$ cat config.mk
export PLATFORM = sky130hd
export DESIGN_NAME = mem_port_arbiter
export DESIGN_NICKNAME = d
export VERILOG_FILES = /design/src/rtl/mem_port_arbiter.sv
export SDC_FILE = /design/constraint.sdc
export NUM_CORES = 1
export LEC_CHECK = 0
export ABC_AREA = 1
export CAP_MARGIN = 15
export CORE_AREA = 2 2 108 110
export DETAILED_ROUTE_END_ITERATION = 6
export DIE_AREA = 0 0 110 112
export PLACE_DENSITY = 0.61
export SETUP_SLACK_MARGIN = 0.5
export SLEW_MARGIN = 0
export SYNTH_ARGS = -nofsm -noshare
export SYNTH_HDL_FRONTEND = slang
export SYNTH_SLANG_ARGS = --single-unit
$ cat constraint.sdc
create_clock -name clk -period 4.2 [get_ports clk]
set_input_delay 0.63 -clock clk [delete_from_list [all_inputs] [get_ports clk]]
set_output_delay 0.63 -clock clk [all_outputs]
set_load 0.02 [all_outputs]
$ cat src/rtl/mem_port_arbiter.sv
// Unified memory port arbiter: shares one memory port between fetch and data.
// Data wins contention unless fetch has been starved; responses are tag-routed.
module mem_port_arbiter #(
  parameter int ADDR_W     = 32,
  parameter int DATA_W     = 32,
  parameter int MEM_LAT    = 1,
  parameter int STARVE_MAX = 4
) (
  input  logic                clk,
  input  logic                rst,
  input  logic                if_req,
  input  logic [ADDR_W-1:0]   if_addr,
  output logic                if_gnt,
  output logic                if_rvalid,
  output logic [DATA_W-1:0]   if_rdata,
  input  logic                d_req,
  input  logic                d_we,
  input  logic [ADDR_W-1:0]   d_addr,
  input  logic [DATA_W-1:0]   d_wdata,
  input  logic [DATA_W/8-1:0] d_be,
  output logic                d_gnt,
  output logic                d_rvalid,
  output logic [DATA_W-1:0]   d_rdata,
  output logic                mem_en,
  output logic                mem_we,
  output logic [ADDR_W-1:0]   mem_addr,
  output logic [DATA_W-1:0]   mem_wdata,
  output logic [DATA_W/8-1:0] mem_be,
  input  logic [DATA_W-1:0]   mem_rdata
);

  localparam int BE_W = DATA_W / 8;
  localparam logic [3:0] STARVE_LIM = 4'(STARVE_MAX);

  logic [3:0]         r_starve_cnt;
  logic [MEM_LAT-1:0] r_tag_v;
  logic [MEM_LAT-1:0] r_tag_if;
  logic [MEM_LAT-1:0] r_tag_st;

  logic w_starved;
  logic w_if_win;
  logic w_d_win;
  logic w_any;
  logic w_ret_v;
  logic w_ret_if;
  logic w_ret_st;

  // Fetch is forced through once it has lost STARVE_MAX times in a row.
  assign w_starved = (r_starve_cnt == STARVE_LIM);
  assign w_if_win  = ~rst & if_req & (~d_req | w_starved);
  assign w_d_win   = ~rst & d_req & ~w_if_win;
  assign w_any     = w_if_win | w_d_win;

  assign if_gnt = w_if_win;
  assign d_gnt  = w_d_win;

  // Drive the memory port from whichever requester won; zero when idle.
  always_comb begin
    mem_en    = w_any;
    mem_we    = 1'b0;
    mem_addr  = '0;
    mem_wdata = '0;
    mem_be    = '0;
    if (w_if_win) begin
      mem_addr = if_addr;
      mem_be   = {BE_W{1'b1}};
    end else if (w_d_win) begin
      mem_we    = d_we;
      mem_addr  = d_addr;
      mem_wdata = d_wdata;
      mem_be    = d_be;
    end
  end

  // Count consecutive fetch denials; any grant or dropped request resets it.
  always_ff @(posedge clk or posedge rst) begin
    if (rst) begin
      r_starve_cnt <= '0;
    end else if (~if_req | w_if_win) begin
      r_starve_cnt <= '0;
    end else if (!w_starved) begin
      r_starve_cnt <= r_starve_cnt + 4'd1;
    end
  end

  // Shift grant tags along so each response finds its owner MEM_LAT later.
  always_ff @(posedge clk or posedge rst) begin
    if (rst) begin
      r_tag_v  <= '0;
      r_tag_if <= '0;
      r_tag_st <= '0;
    end else begin
      r_tag_v[0]  <= w_any;
      r_tag_if[0] <= w_if_win;
      r_tag_st[0] <= w_d_win & d_we;
      for (int i = 1; i < MEM_LAT; i++) begin
        r_tag_v[i]  <= r_tag_v[i-1];
        r_tag_if[i] <= r_tag_if[i-1];
        r_tag_st[i] <= r_tag_st[i-1];
      end
    end
  end

  assign w_ret_v  = r_tag_v[MEM_LAT-1];
  assign w_ret_if = r_tag_if[MEM_LAT-1];
  assign w_ret_st = r_tag_st[MEM_LAT-1];

  // Route returning data to its owner; stores ack with zero data.
  always_comb begin
    if_rvalid = w_ret_v & w_ret_if;
    d_rvalid  = w_ret_v & ~w_ret_if;
    if_rdata  = '0;
    d_rdata   = '0;
    if (if_rvalid) begin
      if_rdata = mem_rdata;
    end
    if (d_rvalid & ~w_ret_st) begin
      d_rdata = mem_rdata;
    end
  end

endmodule
Yosys cells after proc, flatten, opt, wreduce, memory -nomap -nowiden
Cells that the tools add are included.
{"block": "word_totals", "ff_bits": 7, "in_bits": 137, "out_inout_bits": 138, "elab_cells": 36}
{"block": "classes", "add_sub_neg": 1, "eq_ne": 2, "mux": 12, "bitwise": 17}
{"cell": "32-bit 2-to-1 mux", "count": 6}
{"cell": "4-bit 2-to-1 mux", "count": 4}
{"cell": "1-bit bitwise AND", "count": 8}
{"cell": "1-bit inverter", "count": 6}
{"cell": "4-bit by 1-bit adder with 4-bit output, second input constant", "count": 1}
{"cell": "4-bit by 3-bit == test with 1-bit output, second input constant", "count": 1}
{"cell": "1-bit OR", "count": 3}
{"cell": "1-bit 2-to-1 mux", "count": 2}
{"cell": "2-bit by 1-bit != test with 1-bit output, second input constant", "count": 1}

Longest topological paths before layout
Gate-level depths: netlist of run 1.
{"block": "depth", "depth_word": 7, "depth_mapped": 9, "depth_no_buf": 8}

Worst setup path after synthesis of run 1
No wires, ideal clock.
{"block": "synth_path", "path_kind": "input -> output", "start": "input rst", "end": "output mem_addr[22]", "arrival_time_ps": 1494, "path_slack_ps": 2076, "stages": 6, "n_path_buf": 1, "cell_sequence": "inv_2 nand2_2 a21oi_4 buf_2 nand2_1 nand2_1"}
{"block": "synth_between", "elab_chain_cells": 7}
{"item": "start, declared", "line": "10", "source": "input logic rst,"}
{"item": "1-bit inverter *", "line": "50", "source": "assign w_if_win = ~rst & if_req & (~d_req | w_starved);"}
{"item": "1-bit bitwise AND * (2 in a row)", "line": "50"}
{"item": "via if_gnt", "line": "13", "source": "output logic if_gnt,"}
{"item": "1-bit inverter", "line": "51", "source": "assign w_d_win = ~rst & d_req & ~w_if_win;"}
{"item": "1-bit bitwise AND", "line": "51"}
{"item": "32-bit 2-to-1 mux", "line": "67", "source": "end else if (w_d_win) begin"}
{"item": "32-bit 2-to-1 mux *", "line": "64", "source": "if (w_if_win) begin"}
{"item": "end, declared", "line": "26", "source": "output logic [ADDR_W-1:0] mem_addr,"}
The timed path passes the listed nets; every way through them passes the cells marked *.

Final worst setup path of run 1
{"block": "layout_path", "start": "input rst", "end": "output mem_addr[28]"}
{"block": "layout_between", "elab_chain_cells": 7}
{"item": "1-bit inverter *", "line": "50, 51"}
{"item": "1-bit bitwise AND (2 in a row)", "line": "50"}
{"item": "1-bit inverter", "line": "51"}
{"item": "1-bit bitwise AND", "line": "51"}
{"item": "32-bit 2-to-1 mux", "line": "67"}
{"item": "32-bit 2-to-1 mux *", "line": "64"}
Every way passes the cells marked *; elsewhere a longest branch is shown, timed or not.

==> metrics.cfg, run 1 <==
[yosys]
ys_ff_latch = 7
synth-simple-area-share_pct = 58.8
synth_top_area_share_pct = 25.2
synth.distinct_cells = 18
synthAdderAreaFrac_pct = 1.60
synth_area_per_cell_um2 = 4.68
synthTopCellsByArea = nor2_1 25%, nand2_1 20%, inv_1 18%, dfrtp_1 11%, nand3_1 11%
ys_seq_area_share_pct = 11.2
synth_xor_area_share_pct = 1.12
synth_top_family_by_area = simple AND/OR/NAND/NOR gates
muxShareOfSynthArea_pct = 0
synthCells = 334
synth-compound-area-share_pct = 1.36
yosys_warnings = 0
synth_nets = 473
netlist_area_um2 = 1560
yosysTopAreaCell = nor2_1

[layout]
fill_cells = 1186
areaGrowthSynthToFinish_pct = 187
nNetsFinal = 736
multi_input_area_um2 = 988
design_area_um2 = 4490
layout.area.seq_um2 = 175
n_antenna_cell = 0
drive_above_1_share_pct = 2.18

[drt]
via_count = 2869
drc = 0
first_pass_iters = 4
wl_per_cell_um = 11.8
drtIter0Drc = 99
vias_per_cell = 3.88
wl_mm = 8.70
ant_nets = 0

[place]
place_hpwl_mm = 7.50
port_buffers = 274
gp_congestion = 0.801
dpl_cell_area_um2 = 4400

[cts]
clockBufferDepth = 2
cts_made_buffers = 3
ctsHoldBuffers = 0
cts_sinks = 7
post_cts_buffers = 0
htree_levels = 1
cts_tree = built
root_buffer = clkbuf_16
clk_pin_slew_worst_paths_ps = 30
worstSkewPairLatency_ps = 230
cts_resized = 0

[power_and_ir_drop]
p_clk_share_pct = 22.4
pwr-share-seq_pct = 11.5
power_density_nw_per_um2 = 157
power.switching_mw = 0.252
p_leak_nw = 2.15
irDropWorstVdd_mv = 0.175
combPwrFrac_pct = 66.1
swShare_pct = 35.8
p_int_mw = 0.452

[timing]
fin_skew_ps = 0.789
final.min_clock_period_ps = 3490
setup_viol = 0
slew_headroom_pct = 28.3
tns_ps = 0
fin_crit_sh_pct = 83.0
hold_viol = 0
worst_slew_pin_slew_ps = 1070
slew_violations = 0
whs_ps = 608
fmax_ghz = 0.287
rsz0062_at_grt = yes

[worst_setup_path]
slowest_stage = clkdlybuf4s50_1
critPathKind = in2out
critPathMaxStageDelay_ps = 620
crit_path_max_fanout = 30
crit_arrival_ps = 2860
crit_chain = clkdlybuf4s50_1, inv_2, nand2_2, inv_2, nand2_1, buf_6, nand3_1, nand2_1, clkdlybuf4s50_1
endpoint_kind = output pin
start_kind = input pin
required_ps = 3570

[floorplan]
rows = 39
die-area_um2 = 12300
initial_core_util_pct = 14.0
pin_count = 275
coreArea_um2 = 11200
fp.dieH_um = 112
die_w_um = 110

[global_route]
grt_max_degree = 36
grt_pass1_vias = 2673
grt-ovfl-total = 0
grt_pass1_wl_mm = 12.5
grt_antenna_before_repair = 0
grt_usage_pct = 12.9

[flow_run]
drv_cap = 0

[min_path]
min_path_type = reg2reg

[status]
outcome = finished clean

## power groups by stage
| stage | Sequential, mW | Clock [mW] | Combinational, mW |
|---|---|---|---|
| after global routing | 0.0820 | 0.166 | 0.500 |
| after global placement | 0.0810 | 0 | 0.465 |
| after floorplan | 0.0799 | 0 | 0.195 |
| after detailed placement | 0.0817 | 0 | 0.469 |
| after CTS | 0.0808 | 0.162 | 0.471 |
| final | 0.0807 | 0.158 | 0.466 |
## per-stage QoR
stage | setup WS [ps] | power [mW] | cells | util, %
3_5_place_dp | 528 | 0.550 | 735 | 39.4
3_3_place_gp | 566 | 0.546 | 735 | 39.4
4_1_cts | 539 | 0.713 | 739 | 40.1
6_report | 713 | 0.704 | 739 | 40.2
5_1_grt | 491 | 0.748 | 739 | 40.2
2_1_floorplan | 2080 | 0.275 | 334 | -
## layer usage
metal / GRT usage (%) / routed length (µm)
met4: 3.97 / 165
met1: 12.1 / 3010
met2: 25.2 / 4450
met5: 0 / 0
met3: 4.45 / 1070
## layout make-up
class,instances,share of cell area (%)
Timing Repair Buffer,277,62.0
Tap cell,143,3.99
Sequential cell,7,3.90
Clock buffer,4,1.76
Inverter,76,6.36
Multi-Input combinational cell,232,22.0
## path summary, 6_finish.rpt
check | start | slack (ps) | to | cells after the start
worst max-delay path | rst | 710 | mem_addr[28] | 9
worst min-delay path | r_starve_cnt[3] | 610 | r_starve_cnt[3] | 3
worst max register to register | r_starve_cnt[0] | 2390 | r_tag_st | 7
worst min register to register | r_starve_cnt[3] | 610 | r_starve_cnt[3] | 3
max in group asynchronous | rst | 3320 | r_tag_if | 2
min in group asynchronous | rst | 720 | r_starve_cnt[1] | 2
## critical path: cells and delay by family
family / cells / cell delay, ps
buffers and inverters: 5 / 1610
and+or+nand+nor: 4 / 600
## synth_stat cells
| library cell | number |
|---|---|
| nand4_1 | 1 |
| nand2_1 | 82 |
| dfrtp_1 | 7 |
| a21oi_4 | 1 |
| nand3_4 | 1 |
| inv_1 | 74 |
| buf_4 | 3 |
| buf_2 | 6 |
| ha_1 | 2 |
| nand3_1 | 34 |
| xor2_1 | 2 |
| clkbuf_1 | 6 |
| nand2_2 | 2 |
| o21ai_0 | 1 |
| nor2_4 | 1 |
| nor2_1 | 105 |
| inv_2 | 2 |
| buf_6 | 4 |
## cell usage in the layout, fill, tap and decap left out, drive strengths merged
master | netlist | final
clkbuf | 6 | 4
buf | 13 | 3
nor2 | 106 | 106
nand3 | 35 | 35
inv | 76 | 76
dfrtp | 7 | 7
nand4 | 1 | 1
a21oi | 1 | 1
nand2 | 84 | 84
ha | 2 | 2
xor2 | 2 | 2
clkdlybuf4s50 | 0 | 274
o21ai | 1 | 1
## registers in the layout, indices dropped and copies added, names as in the netlist
| signal | count |
|---|---|
| r_starve_cnt | 4 |
| r_tag_if | 1 |
| r_tag_st | 1 |
| r_tag_v | 1 |
## logic make-up after synthesis
logic type,after synthesis
AOI/OAI and AO/OA,2
and+or+nand+nor,226
buffers and inverters,95
DFF,7
adders and majority gates,2
xor gates and xnor gates,2
No activity file was read; power rests on OpenSTA's default activity.
==> inputs of run 2 (changes only) <==
Settings changed: CORE_AREA 2 2 108 110 to 2 2 106 108, DIE_AREA 0 0 110 112 to 0 0 108 110, PLACE_DENSITY 0.61 to 0.65.
Clock period 4.2 ns to 3.1 ns, I/O delays scaled along.
==> metrics.cfg, run 2 (synthesis results as in run 1) <==
[status]
outcome = finished clean

[timing]
whs_ps = 622  ; +14.3 ps
fmax_ghz = 0.393
fin_skew_ps = 1.77  ; +0.979 ps
layout_setup_ws_ps = 558  ; -155 ps
setup_viol = 0  ; unchanged
slew_violations = 0  ; unchanged
fin_crit_sh_pct = 82.0
tns_ps = 0  ; unchanged
rsz0062_at_grt = yes
final.min_clock_period_ps = 2540
slew_headroom_pct = 61.1  ; +33 points
hold_viol = 0  ; unchanged
worst_slew_pin_slew_ps = 582  ; -490 ps

[power_and_ir_drop]
pwr-share-seq_pct = 13.1  ; +1.6 points
irDropWorstVdd_mv = 0.137  ; -22%
p_int_mw = 0.498  ; +10%
total_power_mw = 0.835  ; +19%
power_density_nw_per_um2 = 195  ; +24%
combPwrFrac_pct = 72.3  ; +6.2 points
swShare_pct = 40.3  ; +4.6 points
p_clk_share_pct = 14.6  ; -7.8 points
p_leak_nw = 2.30  ; +6.9%
power.switching_mw = 0.337  ; +34%

[layout]
fin_util_pct = 40.1  ; -0.070 points
drive_above_1_share_pct = 10.9  ; +8.7 points
top_register = r_starve_cnt
areaGrowthSynthToFinish_pct = 174
largest_reg_flops = 4  ; unchanged
final_cell_mix = 202 x clkdlybuf4s50_1, 105 x nor2_1, 81 x nand2_1, 74 x inv_1, 44 x clkbuf_2
n_antenna_cell = 0  ; unchanged
mostFrequentLayoutCell = clkdlybuf4s50_1
nNetsFinal = 744  ; +1.1%

[global_route]
grt-ovfl-total = 0  ; unchanged
grt_pass1_wl_mm = 13.2  ; +5.1%
grt_usage_pct = 13.7  ; +0.82 points
grt_max_degree = 36  ; unchanged
grt_pass1_vias = 2842  ; +6.3%
grt_antenna_before_repair = 0  ; unchanged

[drt]
vias_per_cell = 3.96  ; +1.9%
first_pass_iters = 4  ; unchanged
via_count = 2943  ; +2.6%
wl_per_cell_um = 12.1  ; +3.2%
drc = 0  ; unchanged
ant_nets = 0  ; unchanged
drtIter0Drc = 144  ; +45%
wl_mm = 9.03  ; +3.9%

[min_path]
hp-start = r_starve_cnt[3]
min_path_type = reg2reg
min_to = r_starve_cnt[2]
min_path_cells = 3  ; unchanged

[worst_setup_path]
r2r-start = r_starve_cnt[0]
crit_buf_inv = 5  ; unchanged
start_kind = input pin
required_ps = 2630  ; -940 ps
crit_path_max_fanout = 35  ; +17%
crit_arrival_ps = 2080  ; -780 ps
slowest_stage = clkdlybuf4s50_1
reg2reg_depth = 8  ; +1
reg2reg_to = r_tag_st
r2r_slack_ps = 1520  ; -870 ps
crit_chain = clkdlybuf4s50_1, inv_2, nand2_2, inv_2, nand2_1, nand2_2, buf_12, nor2_1, dlygate4sd2_1
critPathMaxStageDelay_ps = 550  ; -70 ps
critPathKind = in2out
endpoint_kind = output pin
cp-startpoint = rst
critPathTopFamily = buffers and inverters

[cts]
worstSkewPairLatency_ps = 220  ; about the same
cts_tree = built
cts_sinks = 7  ; unchanged
root_buffer = clkbuf_8
clk_pin_slew_worst_paths_ps = 40  ; about the same
cts_made_buffers = 3  ; unchanged
htree_levels = 1  ; unchanged
clockBufferDepth = 2  ; unchanged

[floorplan]
rows = 38  ; -2.6%
initial_core_util_pct = 14.6  ; +0.62 points
coreArea_um2 = 10700  ; -4.3%
fp.dieH_um = 110  ; -1.8%
die_w_um = 108  ; -1.8%
die-area_um2 = 11900  ; -3.6%
pin_count = 275  ; unchanged

[place]
dp_slack_ps = 273  ; -256 ps
port_buffers = 274  ; unchanged
place_hpwl_mm = 7.91  ; +5.4%
gp_congestion = 0.850  ; +6.1%

[flow_run]
drv_cap = 0  ; unchanged

## run 2: power groups by stage
stage	clock network (mW)	registers [mW]	logic, mW
global route	0.134	0.111	0.652
finish	0.122	0.110	0.603
CTS	0.125	0.109	0.611
floorplan	0	0.108	0.264
detailed placement	0	0.111	0.645
global placement	0	0.109	0.639
## run 2: worst max path at each step
| stage | to | slack (ps) | cells after the start |
|---|---|---|---|
| 6_report | mem_wdata[27] | 560 | 9 |
| 5_1_grt | mem_addr[11] | 460 | 9 |
| 4_1_cts | if_gnt | 520 | 5 |
| 3_5_place_dp | mem_addr[18] | 270 | 9 |
| 3_3_place_gp | mem_addr[2] | 290 | 9 |
| 2_1_floorplan | mem_wdata[22] | 1150 | 8 |
## run 2: tightest hold or removal path: cells and delay by family, from the launching register on
kind          cells  cell delay, ps
simple gates      3             210
flops             1             370
## run 2: what timing repair did
action,in CTS,in global routing
hold buffers,0,0
setup buffers,0,0
setup endpoints to repair,88,61
resized for setup,74,105
## run 2: final cells by class
type                    instances  area, µm²
flip-flops and latches          7        175
repair buffers                285       2620
well taps                     140        175
clock buffers                   4       45.0
multi-input cells             232        991
fillers                      1120       6410
inverters                      76        285
## run 2: layer usage
layer  wire, µm  global-route usage [%]  vias to the layer above
met5          0                       0                        -
met3       1060                    5.00                        8
li1           -                       -                     1493
met2       4770                    27.7                      171
met4        115                    2.56                        0
met1       3090                    13.4                     1271
## run 2: per-stage QoR
stage	cells	area, µm²
final	744	4290
after CTS	744	4420
after floorplan	334	1560
after detailed placement	740	4460
after global placement	740	4460
after global routing	744	4290
==> inputs of run 3 (changes only) <==
Clock period 3.1 ns to 2.2 ns, I/O delays scaled along.
==> metrics.cfg, run 3 (synthesis results as in run 1) <==
[status]
outcome = finished clean

[cts]
clk_pin_slew_worst_paths_ps = 40  ; about the same
clockBufferDepth = 2  ; unchanged
cts_tree = built
root_buffer = clkbuf_8
htree_levels = 1  ; unchanged
cts_made_buffers = 3  ; unchanged
cts_sinks = 7  ; unchanged
ctsHoldBuffers = 0  ; unchanged
worstSkewPairLatency_ps = 230  ; about the same

[power_and_ir_drop]
power.switching_mw = 0.636  ; +89%
p_leak_nw = 2.93  ; +27%
p_clk_share_pct = 11.6  ; -3.0 points
irDropWorstVdd_mv = 0.137  ; -0.37%
total_power_mw = 1.57  ; +88%
pwr-share-seq_pct = 9.6  ; -3.5 points
p_int_mw = 0.936  ; +88%
combPwrFrac_pct = 78.8  ; +6.5 points
power_density_nw_per_um2 = 278  ; +43%
swShare_pct = 40.5  ; +0.14 points

[layout]
fin_util_pct = 52.9  ; +13 points
fin_cells = 795  ; +6.9%
largest_reg_flops = 4  ; unchanged
design_area_um2 = 5660  ; +32%
top_register = r_starve_cnt
mostFrequentLayoutCell = clkdlybuf4s50_1
drive_above_1_share_pct = 50.0  ; +39 points
nNetsFinal = 794  ; +6.7%
final_cell_mix = 133 x clkdlybuf4s50_1, 70 x inv_1, 64 x buf_6, 62 x buf_4, 52 x nor2_1
areaGrowthSynthToFinish_pct = 262

[global_route]
grt_usage_pct = 16.5  ; +2.8 points
grt_pass1_wl_mm = 15.4  ; +17%
grt_antenna_before_repair = 1  ; +1
grt-ovfl-total = 0  ; unchanged
grt_pass1_vias = 3156  ; +11%
grt_max_degree = 34  ; -5.6%

[drt]
drc = 0  ; unchanged
drtIter0Drc = 133  ; -7.6%
wl_mm = 11.9  ; +32%
wl_per_cell_um = 15.0  ; +23%
first_pass_iters = 4  ; unchanged
via_count = 3307  ; +12%
vias_per_cell = 4.16  ; +5.2%
ant_nets = 0  ; unchanged

[floorplan]
die_w_um = 108  ; unchanged
coreArea_um2 = 10700  ; unchanged
initial_core_util_pct = 14.6  ; unchanged
rows = 38  ; unchanged
die-area_um2 = 11900  ; unchanged
pin_count = 275  ; unchanged
fp.dieH_um = 110  ; unchanged

[worst_setup_path]
r2r_slack_ps = 730  ; -790 ps
endpoint_kind = output pin
required_ps = 1870  ; -760 ps
crit_arrival_ps = 1750  ; -330 ps
crit_path_max_fanout = 7  ; -80%
start_kind = register
reg2reg_to = r_tag_st
critPathKind = reg2out
r2r-start = r_starve_cnt[0]
reg2reg_depth = 9  ; +1

[timing]
fin_skew_ps = 2.04  ; +0.271 ps
fmax_ghz = 0.480
worst_slew_pin_slew_ps = 219  ; -363 ps
rsz0062_at_grt = yes
fin_crit_sh_pct = 94.6
final.min_clock_period_ps = 2080
tns_ps = 0  ; unchanged
setup_viol = 0  ; unchanged
hold_viol = 0  ; unchanged
slew_violations = 0  ; unchanged
layout_setup_ws_ps = 118  ; -440 ps
whs_ps = 250  ; -372 ps
slew_headroom_pct = 85.4  ; +24 points

[place]
gp_congestion = 0.760  ; -11%
place_hpwl_mm = 7.99  ; +1.1%
dp.cells = 748  ; +1.1%
dp_slack_ps = -354  ; -627 ps
dpl_cell_area_um2 = 4700  ; +5.5%
port_buffers = 274  ; unchanged

[min_path]
min_path_type = in2async

[flow_run]
drv_cap = 0  ; unchanged

run 3: cell types whose count changed in the layout (fill, tap and decap cells not counted), sizes merged:
cell and change:
buf +147, bufbuf +2, clkbuf -7, clkdlybuf4s15 -13
clkdlybuf4s50 -69, clkinv +1, diode +1, dlygate4sd2 -10
dlymetal6s2s -1
run 3: worst max-delay path, stage by stage (launching register included):
cell       delay [ps]
dfrtp_1           380
inv_2              80
ha_4              140
nand3_4           110
a21oi_4           160
buf_12            140
buf_12            110
clkbuf_16         140
nand2_1            60
nand2_2            60
buf_4             130
run 3: how the worst max path moves through the flow:
stage                     slack, ps  cells past startpoint             from             to
final                           120                     10  r_starve_cnt[0]   mem_addr[11]
after global routing             40                     10  r_starve_cnt[0]    mem_addr[4]
after CTS                       120                      9  r_starve_cnt[0]  mem_wdata[23]
after detailed placement       -350                      9              rst   mem_addr[21]
after global placement         -310                      9              rst   mem_wdata[0]
after floorplan                 490                      8  r_starve_cnt[0]  mem_wdata[10]
run 3: layer usage:
| layer | global-route usage [%] | share of wire, % |
|---|---|---|
| met4 | 4.85 | 1.4 |
| met1 | 15.7 | 33 |
| met5 | 0 | 0 |
| met3 | 4.64 | 9.4 |
| met2 | 34.0 | 56 |
run 3: repair_timing:
item | in CTS | in global routing
gates resized for setup | 571 | 223
pin swaps | 7 | 14
endpoints found under the setup margin | 138 | 134
setup buffers | 9 | 17
gates cloned | 10 | 6
run 3: power groups by stage:
stage                     combinational, mW  sequential (mW)  clock, mW
after floorplan                       0.401            0.153          0
after global placement                0.962            0.150          0
after detailed placement              0.974            0.151          0
final                                  1.24            0.151      0.182
after CTS                              1.07            0.150      0.187
after global routing                   1.31            0.153      0.194
run 3: area by class of cell:
class	count	area (µm²)
Antenna cell	1	2.50
Clock buffer	3	41.3
Clock inverter	1	5.00
Fill cell	1006	5030
Inverter	76	288
Multi-Input combinational cell	232	1500
Sequential cell	7	175
Tap cell	140	175
Timing Repair Buffer	335	3470
